===== config.mk =====
export PLATFORM = sky130hd
export DESIGN_NAME = ddp_src_bridge
export DESIGN_NICKNAME = d
export VERILOG_FILES = /design/src/rtl/ddp_bridge_pkg.sv /design/src/rtl/ddp_sync_fifo.sv /design/src/rtl/ddp_src_bridge.sv
export SDC_FILE = /design/constraint.sdc
export NUM_CORES = 1
export LEC_CHECK = 0
export ABC_AREA = 1
export CAP_MARGIN = 5
export CORE_UTILIZATION = 30
export CTS_CLUSTER_DIAMETER = 100
export DETAILED_ROUTE_END_ITERATION = 8
export PLACE_DENSITY_LB_ADDON = 0.08
export SYNTH_ARGS = -nofsm -noshare
export SYNTH_HDL_FRONTEND = slang
export SYNTH_SLANG_ARGS = --single-unit

===== constraint.sdc =====
create_clock -name CLK -period 3.7 [get_ports CLK]
set_clock_uncertainty 0.15 [all_clocks]
set_input_delay 0.555 -clock CLK [delete_from_list [all_inputs] [get_ports CLK]]
set_output_delay 0.555 -clock CLK [all_outputs]
set_load 0.02 [all_outputs]

===== src/rtl/ddp_bridge_pkg.sv =====
// Shared definitions for the DDP clocked-to-self-timed bridges (source and sink).
package ddp_bridge_pkg;

  localparam int DDP_DATA_W      = 32;
  localparam int DDP_SYNC_STAGES = 2;

  typedef enum logic [1:0] {
    IDLE,
    SETUP,
    REQ,
    REL
  } src_state_t;

endpackage


===== src/rtl/ddp_sync_fifo.sv =====
// Single-clock FIFO with occupancy count; pointers wrap modulo DEPTH (power of two).
module ddp_sync_fifo
  import ddp_bridge_pkg::*;
#(
  parameter  int DATA_W = DDP_DATA_W,
  parameter  int DEPTH  = 4,
  localparam int PTR_W  = $clog2(DEPTH),
  localparam int CNT_W  = $clog2(DEPTH + 1)
) (
  input  logic              clk,
  input  logic              rst,
  input  logic              push,
  input  logic [DATA_W-1:0] wr_data,
  input  logic              pop,
  output logic [DATA_W-1:0] rd_data,
  output logic [CNT_W-1:0]  count,
  output logic              full,
  output logic              empty
);

  logic [DATA_W-1:0] mem [DEPTH];
  logic [PTR_W-1:0]  wr_ptr;
  logic [PTR_W-1:0]  rd_ptr;
  logic              wr_en;
  logic              rd_en;

  assign full    = (count == CNT_W'(DEPTH));
  assign empty   = (count == '0);
  assign wr_en   = push && !full;
  assign rd_en   = pop && !empty;
  assign rd_data = mem[rd_ptr];

  // NOTE: storage has no reset; an entry is only read after it has been written.
  always_ff @(posedge clk) begin
    if (wr_en) mem[wr_ptr] <= wr_data;
  end

  always_ff @(posedge clk) begin
    if (rst) begin
      wr_ptr <= '0;
      rd_ptr <= '0;
      count  <= '0;
    end else begin
      if (wr_en) wr_ptr <= wr_ptr + 1'b1;
      if (rd_en) rd_ptr <= rd_ptr + 1'b1;
      case ({wr_en, rd_en})
        2'b10:   count <= count + 1'b1;
        2'b01:   count <= count - 1'b1;
        default: count <= count;
      endcase
    end
  end

endmodule


===== src/rtl/ddp_src_bridge.sv =====
// Source bridge: buffers host words and hands each to the self-timed DDP pipeline
// head over a four-phase Send/Ack handshake with a synchronized acknowledge.
module ddp_src_bridge
  import ddp_bridge_pkg::*;
#(
  parameter  int DATA_W      = DDP_DATA_W,
  parameter  int DEPTH       = 4,
  parameter  int SYNC_STAGES = DDP_SYNC_STAGES,
  parameter  int SETUP_CYC   = 1,
  localparam int CNT_W       = $clog2(DEPTH + 1)
) (
  input  logic              CLK,
  input  logic              MR,
  input  logic              in_valid,
  output logic              in_ready,
  input  logic [DATA_W-1:0] in_data,
  output logic [DATA_W-1:0] data_out,
  output logic              Send_out,
  input  logic              Ack_in,
  output logic [CNT_W-1:0]  count,
  output logic              busy,
  output logic              proto_err
);

  localparam int SC_W = $clog2(SETUP_CYC + 1);

  src_state_t             state, state_nxt;
  logic [SC_W-1:0]        setup_cnt, setup_cnt_nxt;
  logic                   send_nxt;
  logic                   pop;
  logic                   push;
  logic [DATA_W-1:0]      fifo_rd_data;
  logic                   fifo_full;
  logic                   fifo_empty;
  logic [SYNC_STAGES-1:0] ack_sync;
  logic                   ack_s;

  assign in_ready = !fifo_full;
  assign push     = in_valid && in_ready;
  assign busy     = (state != IDLE) || !fifo_empty;
  assign ack_s    = ack_sync[SYNC_STAGES-1];

  ddp_sync_fifo #(
    .DATA_W (DATA_W),
    .DEPTH  (DEPTH)
  ) u_fifo (
    .clk     (CLK),
    .rst     (MR),
    .push    (push),
    .wr_data (in_data),
    .pop     (pop),
    .rd_data (fifo_rd_data),
    .count   (count),
    .full    (fifo_full),
    .empty   (fifo_empty)
  );

  // NOTE: non-blocking assignments keep every flop sampling pre-edge values, so the chain shifts one stage per edge.
  always_ff @(posedge CLK) begin
    if (MR) ack_sync <= '0;
    else    ack_sync <= {ack_sync[SYNC_STAGES-2:0], Ack_in};
  end

  // NOTE: every output of this block gets a default first, so no path can infer a latch.
  always_comb begin
    state_nxt     = state;
    setup_cnt_nxt = setup_cnt;
    send_nxt      = Send_out;
    pop           = 1'b0;
    unique case (state)
      IDLE: begin
        if (!fifo_empty) begin
          pop           = 1'b1;
          setup_cnt_nxt = SC_W'(SETUP_CYC);
          state_nxt     = SETUP;
        end
      end
      SETUP: begin
        // A counter of 1 decrements to 0 on this edge, which ends the setup window.
        if (setup_cnt <= SC_W'(1)) begin
          setup_cnt_nxt = '0;
          send_nxt      = 1'b1;
          state_nxt     = REQ;
        end else begin
          setup_cnt_nxt = setup_cnt - 1'b1;
        end
      end
      REQ: begin
        if (ack_s) begin
          send_nxt  = 1'b0;
          state_nxt = REL;
        end
      end
      REL: begin
        if (!ack_s) begin
          if (!fifo_empty) begin
            pop           = 1'b1;
            setup_cnt_nxt = SC_W'(SETUP_CYC);
            state_nxt     = SETUP;
          end else begin
            state_nxt = IDLE;
          end
        end
      end
      default: state_nxt = IDLE;
    endcase
  end

  always_ff @(posedge CLK) begin
    if (MR) begin
      state     <= IDLE;
      setup_cnt <= '0;
      Send_out  <= 1'b0;
      data_out  <= '0;
      proto_err <= 1'b0;
    end else begin
      state     <= state_nxt;
      setup_cnt <= setup_cnt_nxt;
      Send_out  <= send_nxt;
      if (pop) data_out <= fifo_rd_data;
      // An acknowledge before any request was raised means the pipeline misbehaved.
      if (ack_s && (state == IDLE || state == SETUP)) proto_err <= 1'b1;
    end
  end

endmodule


After elaboration in Yosys (flattened, before gate mapping)
Memory sizes are Yosys's and may differ from the RTL's. A register that Yosys moved wholly into a read port is not among the register bits.
Cells that the tools add are included.
{"block": "op_classes", "eq_ne": 10, "n_addsub": 5, "mux": 19, "n_reduce_logical": 17, "order_cmp": 1}
{"cell": "$mux 1", "n": 10}
{"cell": "$mux 2", "n": 4}
{"cell": "$ne 2x2->1 const B", "n": 4}
{"cell": "$pmux 2 s4", "n": 1}
{"cell": "$eq 2x2->1 const B", "n": 3}
{"cell": "$pmux 3 s2", "n": 1}
{"cell": "$reduce_bool 2->1", "n": 3}
{"cell": "$add 2x1->2 const B", "n": 2}
{"cell": "$eq 2x1->1 const B", "n": 2}
{"cell": "$logic_and 1x1->1", "n": 4}
{"cell": "$pmux 1 s2", "n": 2}
{"cell": "$reduce_and 4->1", "n": 1}
{"cell": "$add 3x1->3 const B", "n": 1}
{"cell": "$eq 3x3->1 const B", "n": 1}
{"cell": "$logic_not 3->1", "n": 1}
{"cell": "$pmux 1 s3", "n": 1}
{"cell": "$reduce_and 3->1", "n": 1}
{"cell": "$reduce_bool 3->1", "n": 1}
{"cell": "$sub 3x1->3 const B", "n": 1}
{"cell": "$logic_not 1->1", "n": 2}
{"cell": "$logic_not 2->1", "n": 1}
{"cell": "$logic_or 1x1->1", "n": 2}
{"cell": "$reduce_and 2->1", "n": 1}
{"cell": "$le 1x1->1 const B", "n": 1}
{"cell": "$sub 1x1->1 const B", "n": 1}
{"block": "totals", "ramBits": 128, "in_bits": 36, "n_memories": 1, "word_cells": 61, "out_inout_bits": 39, "reg_bits": 14}
{"name": "u_fifo.mem", "depth": 4, "word_bits": 32, "read_ports": 1, "rd_clocked_by_memory_dff": 1, "wr": 1, "line": "ddp_sync_fifo.sv:21", "text": "logic [DATA_W-1:0] mem [DEPTH];"}

Depth between registers and ports, before layout
{"block": "depth", "word_depth": 7, "mapped_depth": 15, "ltp_nobuf": 13}

Cells and area by module
Synthesis repeated with hierarchy kept, for this count alone.
{"block": "unflattened", "hier_cells": 569, "hier_area_um2": 6879.1}
{"module": "ddp_sync_fifo", "area_per_inst_um2": 5268.8, "cells_each": 379, "n_inst": 1}
{"module": "ddp_src_bridge", "area_per_inst_um2": 1610.3, "cells_each": 190, "n_inst": 1}

Least setup slack after synthesis
No wires, ideal clock.
{"block": "synth_timing", "kind": "reg2reg", "start": "register u_fifo.count[1]", "end": "memory u_fifo.mem[0][0] (netlist name), enable pin", "setup_ps": 421, "arrival_time_ps": 2309, "path_stages_with_launch": 5, "n_path_buf": 0, "setup_slack_ps": 820, "cell_sequence": "dfxtp_1 > nor2_2 > nand2_1 > nand2_1 > nor2_1"}
{"block": "synth_between", "elab_chain_len": 6}
{"element": "from (decl)", "line": "ddp_sync_fifo.sv:16", "text": "output logic [CNT_W-1:0] count,"}
{"element": "from (signal assigned)", "line": "ddp_sync_fifo.sv:47", "text": "2'b10: count <= count + 1'b1;"}
{"element": "from (signal assigned)", "line": "ddp_sync_fifo.sv:48", "text": "2'b01: count <= count - 1'b1;"}
{"element": "from (signal assigned)", "line": "ddp_sync_fifo.sv:49", "text": "default: count <= count;"}
{"element": "$eq 3x3->1 *", "line": "ddp_sync_fifo.sv:27", "text": "assign full = (count == CNT_W'(DEPTH));"}
{"element": "$logic_not 1->1 *", "line": "ddp_src_bridge.sv:38", "text": "assign in_ready = !fifo_full;"}
{"element": "via in_ready", "line": "ddp_src_bridge.sv:15", "text": "output logic in_ready,"}
{"element": "$logic_and 1x1->1", "line": "ddp_src_bridge.sv:39", "text": "assign push = in_valid && in_ready;"}
{"element": "$logic_and 1x1->1 *", "line": "ddp_sync_fifo.sv:29", "text": "assign wr_en = push && !full;"}
{"element": "$mux 1 *", "line": "ddp_sync_fifo.sv:35", "text": "if (wr_en) mem[wr_ptr] <= wr_data;"}
{"element": "$mux 1 (not written as such) *", "line": "ddp_sync_fifo.sv:35"}
{"element": "to (decl)", "line": "ddp_sync_fifo.sv:21"}
The timed path passes the listed nets; every way through them passes the cells marked *.

Worst setup path in the final report
{"block": "layout_timing", "start": "register state[0]", "end": "output busy"}
{"block": "layout_between", "elab_chain_len": 2}
{"element": "from (decl)", "line": "ddp_src_bridge.sv:27", "text": "src_state_t state, state_nxt;"}
{"element": "from (signal assigned)", "line": "ddp_src_bridge.sv:117", "text": "state <= state_nxt;"}
{"element": "$reduce_bool 2->1", "line": "ddp_src_bridge.sv:40", "text": "assign busy = (state != IDLE) || !fifo_empty;"}
{"element": "$logic_or 1x1->1", "line": "ddp_src_bridge.sv:40"}
{"element": "to (decl)", "line": "ddp_src_bridge.sv:21", "text": "output logic busy,"}
Every way passes these cells.

==> flow_metrics.tcl <==
set metrics [dict create \
    worst_slack_ps 1020 \
    hpwl_mm 8.79 \
    tns_ps 0 \
    fin_crit_sh_pct 72.5 \
    cp_max_fo 5 \
    yosys_warnings 0 \
    grt_pass1_wl_mm 24.2 \
    fin_crit_ps 2680 \
    antenna_found_initial 0 \
    synth_most_common_cell "nor2_1" \
    fin_nets 760 \
    ys_ff_latch 173 \
    numClockSinks 173 \
    synth_common_cells "nor2_1, edfxtp_1, nand2_1, o21ai_1, inv_1" \
    final_cells 1011 \
    area_growth_pct 23.5 \
    arrival_ps 1980 \
    cts_setup_buffers 0 \
    synthSimpleGateAreaFrac_pct 14.1 \
    p_per_area_nw_per_um2 815 \
    synth.area.top_cells "edfxtp_1, dfxtp_1, nor2_1" \
    cp-end-kind "output port" \
    die_w_um 154 \
    synth_adder_area_share_pct 2.11 \
    hold_class "reg2reg" \
    fp.dieArea_um2 23600 \
    fin_util_pct 37.7 \
    worstSetupPathType "reg2out" \
    rsz0062_at_grt "false" \
    relSlewSlack_pct 26.8 \
    n_antenna_cell 0 \
    synth_top_area_share_pct 55.8 \
    netlist_area_um2 6890 \
    crit_buf_inv 2 \
    ant_nets 0 \
    slew_viol_final 0 \
    synthesis.nets 689 \
    ys.flop_type "edfxtp_1" \
    path_clk_slew_ps 70 \
    placementRows 55 \
    ioPinCount 75 \
    synth_top_area_cell "edfxtp_1" \
    cts_tree "yes" \
    fillers 2234 \
    max-cap-violations 0 \
    cts-root-buf "clkbuf_16" \
    ir_drop_mv 0.367 \
    gp_congestion 0.726 \
    synthCells 642 \
    cts_max_level 4 \
    required_ps 2990 \
    start_util_pct 30.5 \
    grt_usage_pct 13.4 \
    dp_slack_ps 951 \
    postCtsResizedCells 0 \
    synth_mux_area_share_pct 0 \
    synth_top_family_by_area "simple AND/OR/NAND/NOR gates" \
    crit_chain "inv_1, ha_1, nand3_1, clkdlybuf4s50_1" \
    worstMarginPinSlew_ps 1100 \
    drcViolationCount 0 \
    vias 4465 \
    hold_buffers 0 \
    crit_path_max_incr_delay_ps 640 \
    die_h_um 154 \
    numCtsBuffers 17 \
    clkLatencyLatePin_ps 420 \
    yosysUniqueCellTypes 25 \
    wire_per_inst_um 14.9 \
    routed_wl_mm 15.0 \
    synth_xor_xnor_area_share_pct 0.127 \
    portBuffers 74 \
    setup_violations 0 \
    crit_path_start_kind "flip-flop" \
    post-place-cells 979 \
    fmax_mhz 373 \
    dr.first_iter.drc_count 197 \
    yosysSeqAreaShare_pct 68.9 \
    leakagePower_nw 3.16 \
    core_um2 22600 \
    hold_slack_ps 259 \
    synth_edf_count 128 \
    worst_path_max_delay_cell "clkdlybuf4s50_1" \
    crit_family "buffers and inverters" \
    async_reset_ff_share_pct 0 \
    clock_path_buffers 2 \
    synth-compound-area-share_pct 8.52 \
    grt_pass1_vias 4429 \
    post_drt_via_cell_ratio 4.42 \
    outcome "completed" \
    grt_overflow 0 \
    syn_area_per_cell_um2 10.7 \
    hold_viol_final 0 \
    drive_above_1_share_pct 6.89 \
    grt_max_degree 68 \
    drtPass1Iterations 4 \
]
## cells in the final DEF, fill, tap and decap left out, types with 2 or more instances in the layout
master / n
nor2_1: 166
edfxtp_1: 128
nand2_1: 77
clkdlybuf4s50_1: 74
o21ai_1: 56
inv_1: 54
o21ai_0: 46
dfxtp_1: 44
clkbuf_16: 17
a21oi_1: 10
ha_1: 10
buf_4: 8
nand3_1: 4
nor2_4: 4
clkinv_2: 4
bufinv_16: 4
inv_6: 3
clkinv_1: 2
clkinv_4: 2
clkinvlp_4: 2
## state kept, by name, indices dropped and copies added (netlist names)
name and flops:
data_out 32, ack_sync 2, u_fifo.wr_ptr 2, u_fifo.count 3, u_fifo.rd_ptr 2, proto_err 1
state 2, u_fifo.mem 128, Send_out 1
## report_power, final
group          internal [mW]  switching [mW]
Combinational          0.897            1.54
Sequential              2.46           0.151
Clock                   1.13           0.752
Total                   4.49            2.44
## final timing paths
kind                                   from              end  slack (ps)  depth (start not counted)
worst max-delay path               state[0]             busy        1020                          4
worst min-delay path            ack_sync[0]      ack_sync[1]         260                          2
worst max register to register     state[0]  u_fifo.count[2]        1330                         12
worst min register to register  ack_sync[0]      ack_sync[1]         260                          2
## area by class of cell
class | instances | area, µm² | share of cell area, %
flip-flops and latches | 173 | 4750 | 55.8
multi-input cells | 381 | 1750 | 20.5
repair buffers | 83 | 821 | 9.65
clock buffers | 17 | 425 | 5.00
well taps | 285 | 357 | 4.19
inverters | 57 | 219 | 2.57
clock inverters | 15 | 194 | 2.28
## worst reg2reg max path, stage by stage, from the launching register on
cell     delay [ps]
dfxtp_1         410
inv_1           110
ha_1            300
inv_1           130
nand3_4          80
inv_1            60
ha_1            150
inv_1            70
fa_1            380
nand2_1          80
nand3_1          90
o21ai_0         170
a21oi_1          60
## cells by family after synthesis
kind of cell               after synthesis
and+or+nand+nor                        254
DFF                                    173
AOI/OAI and AO/OA                      115
buffers and inverters                   88
adders and majority gates               11
xor gates and xnor gates                 1
## layer usage
| metal | wire (µm) | track usage, % | share of wire (%) |
|---|---|---|---|
| met5 | 0 | 0 | 0 |
| met4 | 190 | 4.71 | 1.3 |
| met3 | 532 | 2.73 | 3.5 |
| met2 | 7380 | 22.5 | 49 |
| met1 | 6930 | 17.0 | 46 |
## stage by stage
step	cell area, µm²	total power [mW]
final	8510	6.94
after global routing	8510	7.44
after CTS	8510	7.06
after detailed placement	7890	5.15
after global placement	7890	5.12
after floorplan	6890	4.36
No activity file was read; power rests on OpenSTA's default activity.
